File: config.mk
export PLATFORM = sky130hd
export DESIGN_NAME = csa_accum_resolver
export DESIGN_NICKNAME = d
export VERILOG_FILES = /design/src/rtl/csa_accum_resolver.sv
export SDC_FILE = /design/constraint.sdc
export NUM_CORES = 1
export LEC_CHECK = 0
export BUFFER_PORTS_ARGS = -buffer_cell sky130_fd_sc_hd__buf_2
export CELL_PAD_IN_SITES_DETAIL_PLACEMENT = 0
export CELL_PAD_IN_SITES_GLOBAL_PLACEMENT = 1
export CORE_MARGIN = 4
export CORE_UTILIZATION = 33
export CTS_BUF_LIST = sky130_fd_sc_hd__clkbuf_4 sky130_fd_sc_hd__clkbuf_8
export DETAILED_ROUTE_END_ITERATION = 8
export PLACE_DENSITY_LB_ADDON = 0.1
export SLEW_MARGIN = 20
export SYNTH_ARGS = -nofsm -noshare
export SYNTH_HDL_FRONTEND = slang
export SYNTH_SLANG_ARGS = --single-unit
File: constraint.sdc
create_clock -name clk -period 4.5 [get_ports clk]
set_clock_uncertainty 0.1 [all_clocks]
set_input_delay 0.225 -clock clk [delete_from_list [all_inputs] [get_ports clk]]
set_output_delay 0.225 -clock clk [all_outputs]
set_load 0.005 [all_outputs]
File: src/rtl/csa_accum_resolver.sv
// csa_accum_resolver: carry-save multi-operand accumulator with a chunked
// multi-cycle carry-propagate resolve stage and a valid/ready result port.
//
// Ports:
//   clk, rst        clock, async active-high reset
//   clr             synchronous clear/abort
//   in_vld/in_rdy   operand handshake; in_dat operand, in_last ends the set
//   out_vld/out_rdy result handshake; out_sum result mod 2^WIDTH
//   out_ovf         sticky overflow of the true set sum
module csa_accum_resolver #(
    parameter int WIDTH = 32,
    parameter int CHUNK = 8
) (
    input  logic             clk,
    input  logic             rst,
    input  logic             clr,
    input  logic             in_vld,
    output logic             in_rdy,
    input  logic [WIDTH-1:0] in_dat,
    input  logic             in_last,
    output logic             out_vld,
    input  logic             out_rdy,
    output logic [WIDTH-1:0] out_sum,
    output logic             out_ovf
);

    localparam int NCH = WIDTH / CHUNK;
    localparam int IW  = (NCH > 1) ? $clog2(NCH) : 1;

    typedef enum logic [1:0] {IDLE, ACC, RESOLVE, DONE} state_t;

    state_t           state_q, state_d;
    logic [WIDTH-1:0] s_q, s_d;
    logic [WIDTH-1:0] c_q, c_d;
    logic [WIDTH-1:0] sum_q, sum_d;
    logic [IW-1:0]    idx_q, idx_d;
    logic             cin_q, cin_d;
    logic             ovf_q, ovf_d;
    logic             vld_q, vld_d;

    logic             accept;
    logic             last_chunk;
    logic [WIDTH-1:0] maj;
    logic [CHUNK:0]   chunk_res;

    assign accept     = in_vld & in_rdy;
    assign last_chunk = (idx_q == IW'(NCH - 1));
    assign maj        = (s_q & c_q) | (s_q & in_dat) | (c_q & in_dat);

    // One CHUNK-wide slice of the final S + C addition, carry rippled
    // between cycles through cin_q.
    assign chunk_res = {1'b0, s_q[idx_q*CHUNK +: CHUNK]}
                     + {1'b0, c_q[idx_q*CHUNK +: CHUNK]}
                     + {{CHUNK{1'b0}}, cin_q};

    // State register
    always_ff @(posedge clk or posedge rst) begin
        if (rst) begin
            state_q <= IDLE;
        end else begin
            state_q <= state_d;
        end
    end

    // Next-state logic
    always_comb begin
        state_d = state_q;
        if (clr) begin
            state_d = IDLE;
        end else begin
            unique case (state_q)
                IDLE:    if (accept) state_d = in_last ? RESOLVE : ACC;
                ACC:     if (accept && in_last) state_d = RESOLVE;
                RESOLVE: if (last_chunk) state_d = DONE;
                DONE:    if (out_rdy) state_d = IDLE;
                default: state_d = IDLE;
            endcase
        end
    end

    // Output logic
    always_comb begin
        in_rdy = (state_q == IDLE) || (state_q == ACC);
    end

    assign out_vld = vld_q;
    assign out_sum = sum_q;
    assign out_ovf = ovf_q;

    // Datapath next-state
    always_comb begin
        s_d   = s_q;
        c_d   = c_q;
        sum_d = sum_q;
        idx_d = idx_q;
        cin_d = cin_q;
        ovf_d = ovf_q;
        vld_d = vld_q;
        if (clr) begin
            // out_sum deliberately survives an abort
            s_d   = '0;
            c_d   = '0;
            idx_d = '0;
            cin_d = 1'b0;
            ovf_d = 1'b0;
            vld_d = 1'b0;
        end else begin
            unique case (state_q)
                IDLE: begin
                    if (accept) begin
                        s_d   = in_dat;
                        c_d   = '0;
                        ovf_d = 1'b0;
                    end
                end
                ACC: begin
                    if (accept) begin
                        s_d   = s_q ^ c_q ^ in_dat;
                        c_d   = {maj[WIDTH-2:0], 1'b0};
                        // bit shifted out of the carry vector is weight 2^WIDTH
                        ovf_d = ovf_q | maj[WIDTH-1];
                    end
                end
                RESOLVE: begin
                    sum_d[idx_q*CHUNK +: CHUNK] = chunk_res[CHUNK-1:0];
                    if (last_chunk) begin
                        idx_d = '0;
                        cin_d = 1'b0;
                        ovf_d = ovf_q | chunk_res[CHUNK];
                        vld_d = 1'b1;
                    end else begin
                        idx_d = idx_q + 1'b1;
                        cin_d = chunk_res[CHUNK];
                    end
                end
                DONE: begin
                    if (out_rdy) vld_d = 1'b0;
                end
                default: ;
            endcase
        end
    end

    // Datapath registers
    always_ff @(posedge clk or posedge rst) begin
        if (rst) begin
            s_q   <= '0;
            c_q   <= '0;
            sum_q <= '0;
            idx_q <= '0;
            cin_q <= 1'b0;
            ovf_q <= 1'b0;
            vld_q <= 1'b0;
        end else begin
            s_q   <= s_d;
            c_q   <= c_d;
            sum_q <= sum_d;
            idx_q <= idx_d;
            cin_q <= cin_d;
            ovf_q <= ovf_d;
            vld_q <= vld_d;
        end
    end

endmodule

Word-level counts from Yosys, hierarchy flattened
Index checks and enable logic that the tools add are counted.

Register bits after elaboration: 103. Input port bits: 38. Output and inout bits: 35. Logic and storage cells: 79.

Add/subtract/negate cells: 4. Equal/unequal tests: 9. Shifts and indexed selects: 4. Muxes and demuxes: 31. Bitwise logic cells: 11. Reduce and logical (&&, ||, !) cells: 12.

Operator list (number): 32-bit 2-to-1 mux (6); 32-bit case mux with 2 select lines (2); 32-bit AND (3); 32-bit bitwise OR (2); 32-bit by 6-bit indexed part select with 8-bit output (2); 32-bit bitwise XOR (2); 5-bit negation with 34-bit output (1); 8-bit by 34-bit variable shift with 32-bit output, first input constant (1); 8-bit by 34-bit indexed part select with 32-bit output (1); 32-bit bitwise mux (1); 2-bit 2-to-1 mux (9); 3-bit inequality test, second input constant (5); 1-bit 2-to-1 mux (10); 8-bit by 8-bit adder with 9-bit output (1); 9-bit by 1-bit adder with 9-bit output (1); 2-bit case mux with 4 select lines (1); 4-bit AND reduction (2); 2-bit equality test, second input constant (3); 3-bit AND reduction (2); 3-bit nonzero test (2); 4-bit nonzero test (1); 1-bit case mux with 3 select lines (1); 2-bit by 1-bit adder with 2-bit output, second input constant (1); 2-bit by 1-bit equality test with 1-bit output, second input constant (1); other kinds (9) (10).

Depth between registers and ports, before layout
Depth in word-level cells: 7. Mapped depth: 12. Mapped depth without buffers: 10.

Least setup slack after synthesis
No wires, ideal clock.

Path type: register to register. Start point: reg idx_q[1]. End point: reg ovf_q, in the netlist out_ovf. Setup time: 129 ps. Data arrival time: 2932 ps. Data required time: 4271 ps. Slack: 1339 ps. Cell stages (with the launch flop): 11. Buffers on the path: 2. Period minus slack after synthesis: 3161 ps. Cell sequence: dfrtp_1 buf_2 buf_1 mux4_2 fa_1 fa_1 a21o_1 a221oi_2 o21ai_0 a31oi_1 o21ai_0.

Cells in the longest elaborated chain, start to end: 7. Elaborated cells between the ends (all ways): 11. Classes of those cells: 2 x add/sub; 2 x eq/ne; 2 x shift; 3 x mux; 1 x bitwise; 1 x reduce/logical.

RTL lines: start: declaration (RTL line 36) `logic [IW-1:0] idx_q, idx_d;`; start signal: assignment (RTL line 158) `idx_q <= idx_d;`; 32-bit by 6-bit indexed part select with 8-bit output (on tied branches) (RTL line 52, 53); 8-bit by 8-bit adder with 9-bit output (RTL line 53) `+ {1'b0, c_q[idx_q*CHUNK +: CHUNK]}`; 9-bit by 1-bit adder with 9-bit output (RTL line 54) `+ {{CHUNK{1'b0}}, cin_q};`; 1-bit bitwise OR (RTL line 129) `ovf_d = ovf_q | chunk_res[CHUNK];`; 1-bit 2-to-1 mux (RTL line 126) `if (last_chunk) begin`; 1-bit case mux with 3 select lines (RTL line 108) `unique case (state_q)`; 1-bit 2-to-1 mux (RTL line 99) `if (clr) begin`; end signal: assignment (RTL line 160) `ovf_q <= ovf_d;`; end: declaration (RTL line 38) `logic ovf_q, ovf_d;`.

Parallel ways exist; a longest one is shown, timed or not. The select of a mux whose other input is x is not followed. A chain may end at the register's enable or synchronous reset.

Worst setup path after layout
Start point: reg idx_q[0]. End point: reg ovf_q, in the netlist out_ovf.

Same word-level chain as after synthesis.

==> metrics.yaml <==
insertion_delay_ps: 380
hold_start: "in_dat[0]"
netlist-cell-type-count: 42
htreeDepth: 3
critical_path.top_delay_family: "compound AO/OA/AOI/OAI gates"
wl_met3_um: 380
grt.overflow.total: 0
clock_path_buffers: 2
synth_top_family_by_area: "adder cells"
grt_usage_pct: 15.4
fin_util_pct: 38.5
die_h_um: 139
required_ps: 4670
synth-adder-area-share_pct: 15.7
wl_met1_um: 6940
place_congestion: 0.749
peakVddDrop_mv: 0.182
fin_crit_sh_pct: 76.6
wl_um: 14300
hold_path_class: "in -> reg"
dp_hpwl_um: 10200
synth_simple_gate_area_share_pct: 7.46
cts_hold_buf: 1
regToRegSetupSlack_ps: 1050
antenna_found_initial: 0
cpPeakStageDelay_ps: 750
setup-violations-final: 0
cts_sinks: 102
setup_tns_ps: 0
cp_num_buf_inv: 0
first_pass_iters: 4
synth_nets: 540
total_power_mw: 2.69
die_x_um: 139
status: "finished clean"
maxSlewViolCount: 0
synth_xor_area_share_pct: 0.775
coreArea_mm2: 0.0167
worst_pin_slew_ps: 835
drive_gt1_share_pct: 23.4
drtAntennaViolNets: 0
r2r-end: "out_ovf$_DFFE_PP0P_"
grt_max_degree: 66
cap_violations: 0
path_cells: "mux4_2 > fa_1 > fa_1 > a21o_1 > a221oi_2 > o21ai_0 > a31oi_1 > o21ai_0"
clock.fmax_mhz: 290
r2r-start: "idx_q[0]$_DFFE_PP0P_"
vias: 3836
cp.depth: 8
min_period_ps: 3450
synth_compound_area_share_pct: 15.2
worstHoldPathCells: 3
grt_pass1_vias: 4191
drc: 0
syn_area_per_cell_um2: 12.5
wl_met2_um: 6840
yosys-mux-area-fraction_pct: 12.7
worstSetupPathType: "reg -> reg"
clkTransAtPathRegs_ps: 100
min_to: "s_q[0]$_DFFE_PP0P_"
ys_seq_elements: 102
fillers: 1671
viasPerCell: 5.18
dr.first_iter.drc_count: 179
grt_pass1_wl_um: 23700
ios: 73
leakage_nw: 3.04
synth-warning-count: 0
ctsResizeCount: 0
startpoint_type: "register"
std_cell_rows: 47
relSlewSlack_pct: 44.3
post_drt_wl_per_cell_um: 19.3
port_buffers: 72
cts_root_buffer: "clkbuf_8"
synth_area_mm2: 0.00565
synth_cells: 451
rr_worst_depth: 8
finalHoldViolations: 0
cts_tree: "built"
worstSetupEndpointType: "register"
ys_seq_area_share_pct: 45.2
crit_fanout: 14
diodes: 0
cts_made_buffers: 9
dieArea_mm2: 0.0193
synthToLayoutAreaGrowth_pct: 13.7
crit_path_top_delay_cell: "dfrtp_1"
cts_setup_buffers: 0
topRoutingLayerUsed: "met4"
arrival_ps: 3610
start_util_pct: 33.8
rsz0062_at_grt: "no"
pwr_density_cell_mw_per_mm2: 419
nets: 605
==> registers in the layout, indices dropped and copies added (netlist names) <==
register,flops
out_sum,32
out_ovf,1
cin_q,1
c_q,31
idx_q,2
s_q,32
out_vld,1
state_q,2
==> cell usage in the layout, fill, tap and decap left out, types with 2 or more instances in the layout <==
cell type,instances
a21o_1,3
nor3_2,2
nand3_1,4
ha_1,17
inv_6,3
o21ai_0,49
and3_1,2
mux2i_1,37
fa_1,33
nand3b_1,2
nor2b_1,4
buf_2,72
nand2b_1,4
a21oi_1,4
mux4_2,15
xnor2_1,4
a31oi_1,2
clkbuf_8,10
buf_4,7
dfrtp_1,102
nand2_1,50
inv_1,7
nor2_1,8
a22o_1,55
o31ai_1,2
==> through the flow <==
step | hold slack (ps) | instance area [um^2] | cells | setup slack [ps]
final | 64.0 | 6420 | 741 | 1050
after global routing | 70.9 | 6420 | 741 | 780
after CTS | 44.0 | 6420 | 741 | 1020
after detailed placement | 355 | 6200 | 724 | 1020
after global placement | 359 | 6200 | 724 | 1050
after floorplan | 321 | 5650 | 451 | 1340
==> routing by layer <==
metal / vias to the layer above / global-route usage (%)
li1: 1771 / -
met1: 1994 / 21.9
met2: 59 / 24.6
met3: 12 / 2.52
met4: 0 / 4.58
met5: - / 0
==> cells in the mapped netlist, drive strengths merged <==
cell type,count,share of area (%)
dfrtp,102,45
a22o,55,8.5
nand2,52,3.6
o21ai,49,4.3
mux2i,37,6.6
fa,33,12
buf,20,2.1
ha,18,4.0
mux4,15,6.0
inv,8,0.53
nor2,8,0.53
clkbuf,6,0.40
a21oi,5,0.64
nor2b,5,0.69
nand2b,4,0.44
nand3,4,0.35
xnor2,4,0.62
a21o,3,0.40
and3,3,0.42
a31oi,2,0.22
and3b,2,0.38
nand3b,2,0.27
nor3,2,0.35
o31ai,2,0.27
a211oi,1,0.13
a221oi,1,0.27
a22oi,1,0.13
and4b,1,0.18
mux2,1,0.20
nand4,1,0.11
o211ai,1,0.13
o21bai,1,0.13
or3,1,0.11
xor2,1,0.16
==> layout make-up <==
class	count	area (um^2)	share of cell area (%)
multi-input cells	315	2930	45.6
flip-flops and latches	102	2550	39.7
repair buffers	80	423	6.58
well taps	220	275	4.29
clock buffers	11	145	2.26
clock inverters	5	63.8	0.993
inverters	8	32.5	0.506
==> worst min-delay path, delay by kind of cell <==
family	cells	cell delay, ps
muxes	1	50
AOI/OAI and AO/OA	1	150
buffers and inverters	1	90
==> report_power, final <==
part | leakage, nW | switching (mW) | internal, mW
clock network | 0.104 | 0.349 | 0.285
registers | 1.40 | 0.135 | 1.02
logic | 1.53 | 0.521 | 0.377
total | 3.04 | 1.01 | 1.69
==> kinds of logic after synthesis <==
kind of cell	count (synthesis)
buffers and inverters	34
DFF	102
adders and majority gates	51
AOI/OAI and AO/OA	121
xor gates and xnor gates	5
and+or+nand+nor	85
muxes	53
==> worst max path at each step <==
stage | from | endpoint | slack, ps
3_3_place_gp | idx_q[0]$_DFFE_PP0P_ | out_ovf$_DFFE_PP0P_ | 1050
4_1_cts | idx_q[0]$_DFFE_PP0P_ | out_ovf$_DFFE_PP0P_ | 1020
2_1_floorplan | idx_q[1]$_DFFE_PP0P_ | out_ovf$_DFFE_PP0P_ | 1340
6_report | idx_q[0]$_DFFE_PP0P_ | out_ovf$_DFFE_PP0P_ | 1050
3_5_place_dp | idx_q[0]$_DFFE_PP0P_ | out_ovf$_DFFE_PP0P_ | 1020
5_1_grt | idx_q[0]$_DFFE_PP0P_ | out_ovf$_DFFE_PP0P_ | 780
Note: power is estimated with default switching activity, not from simulation.
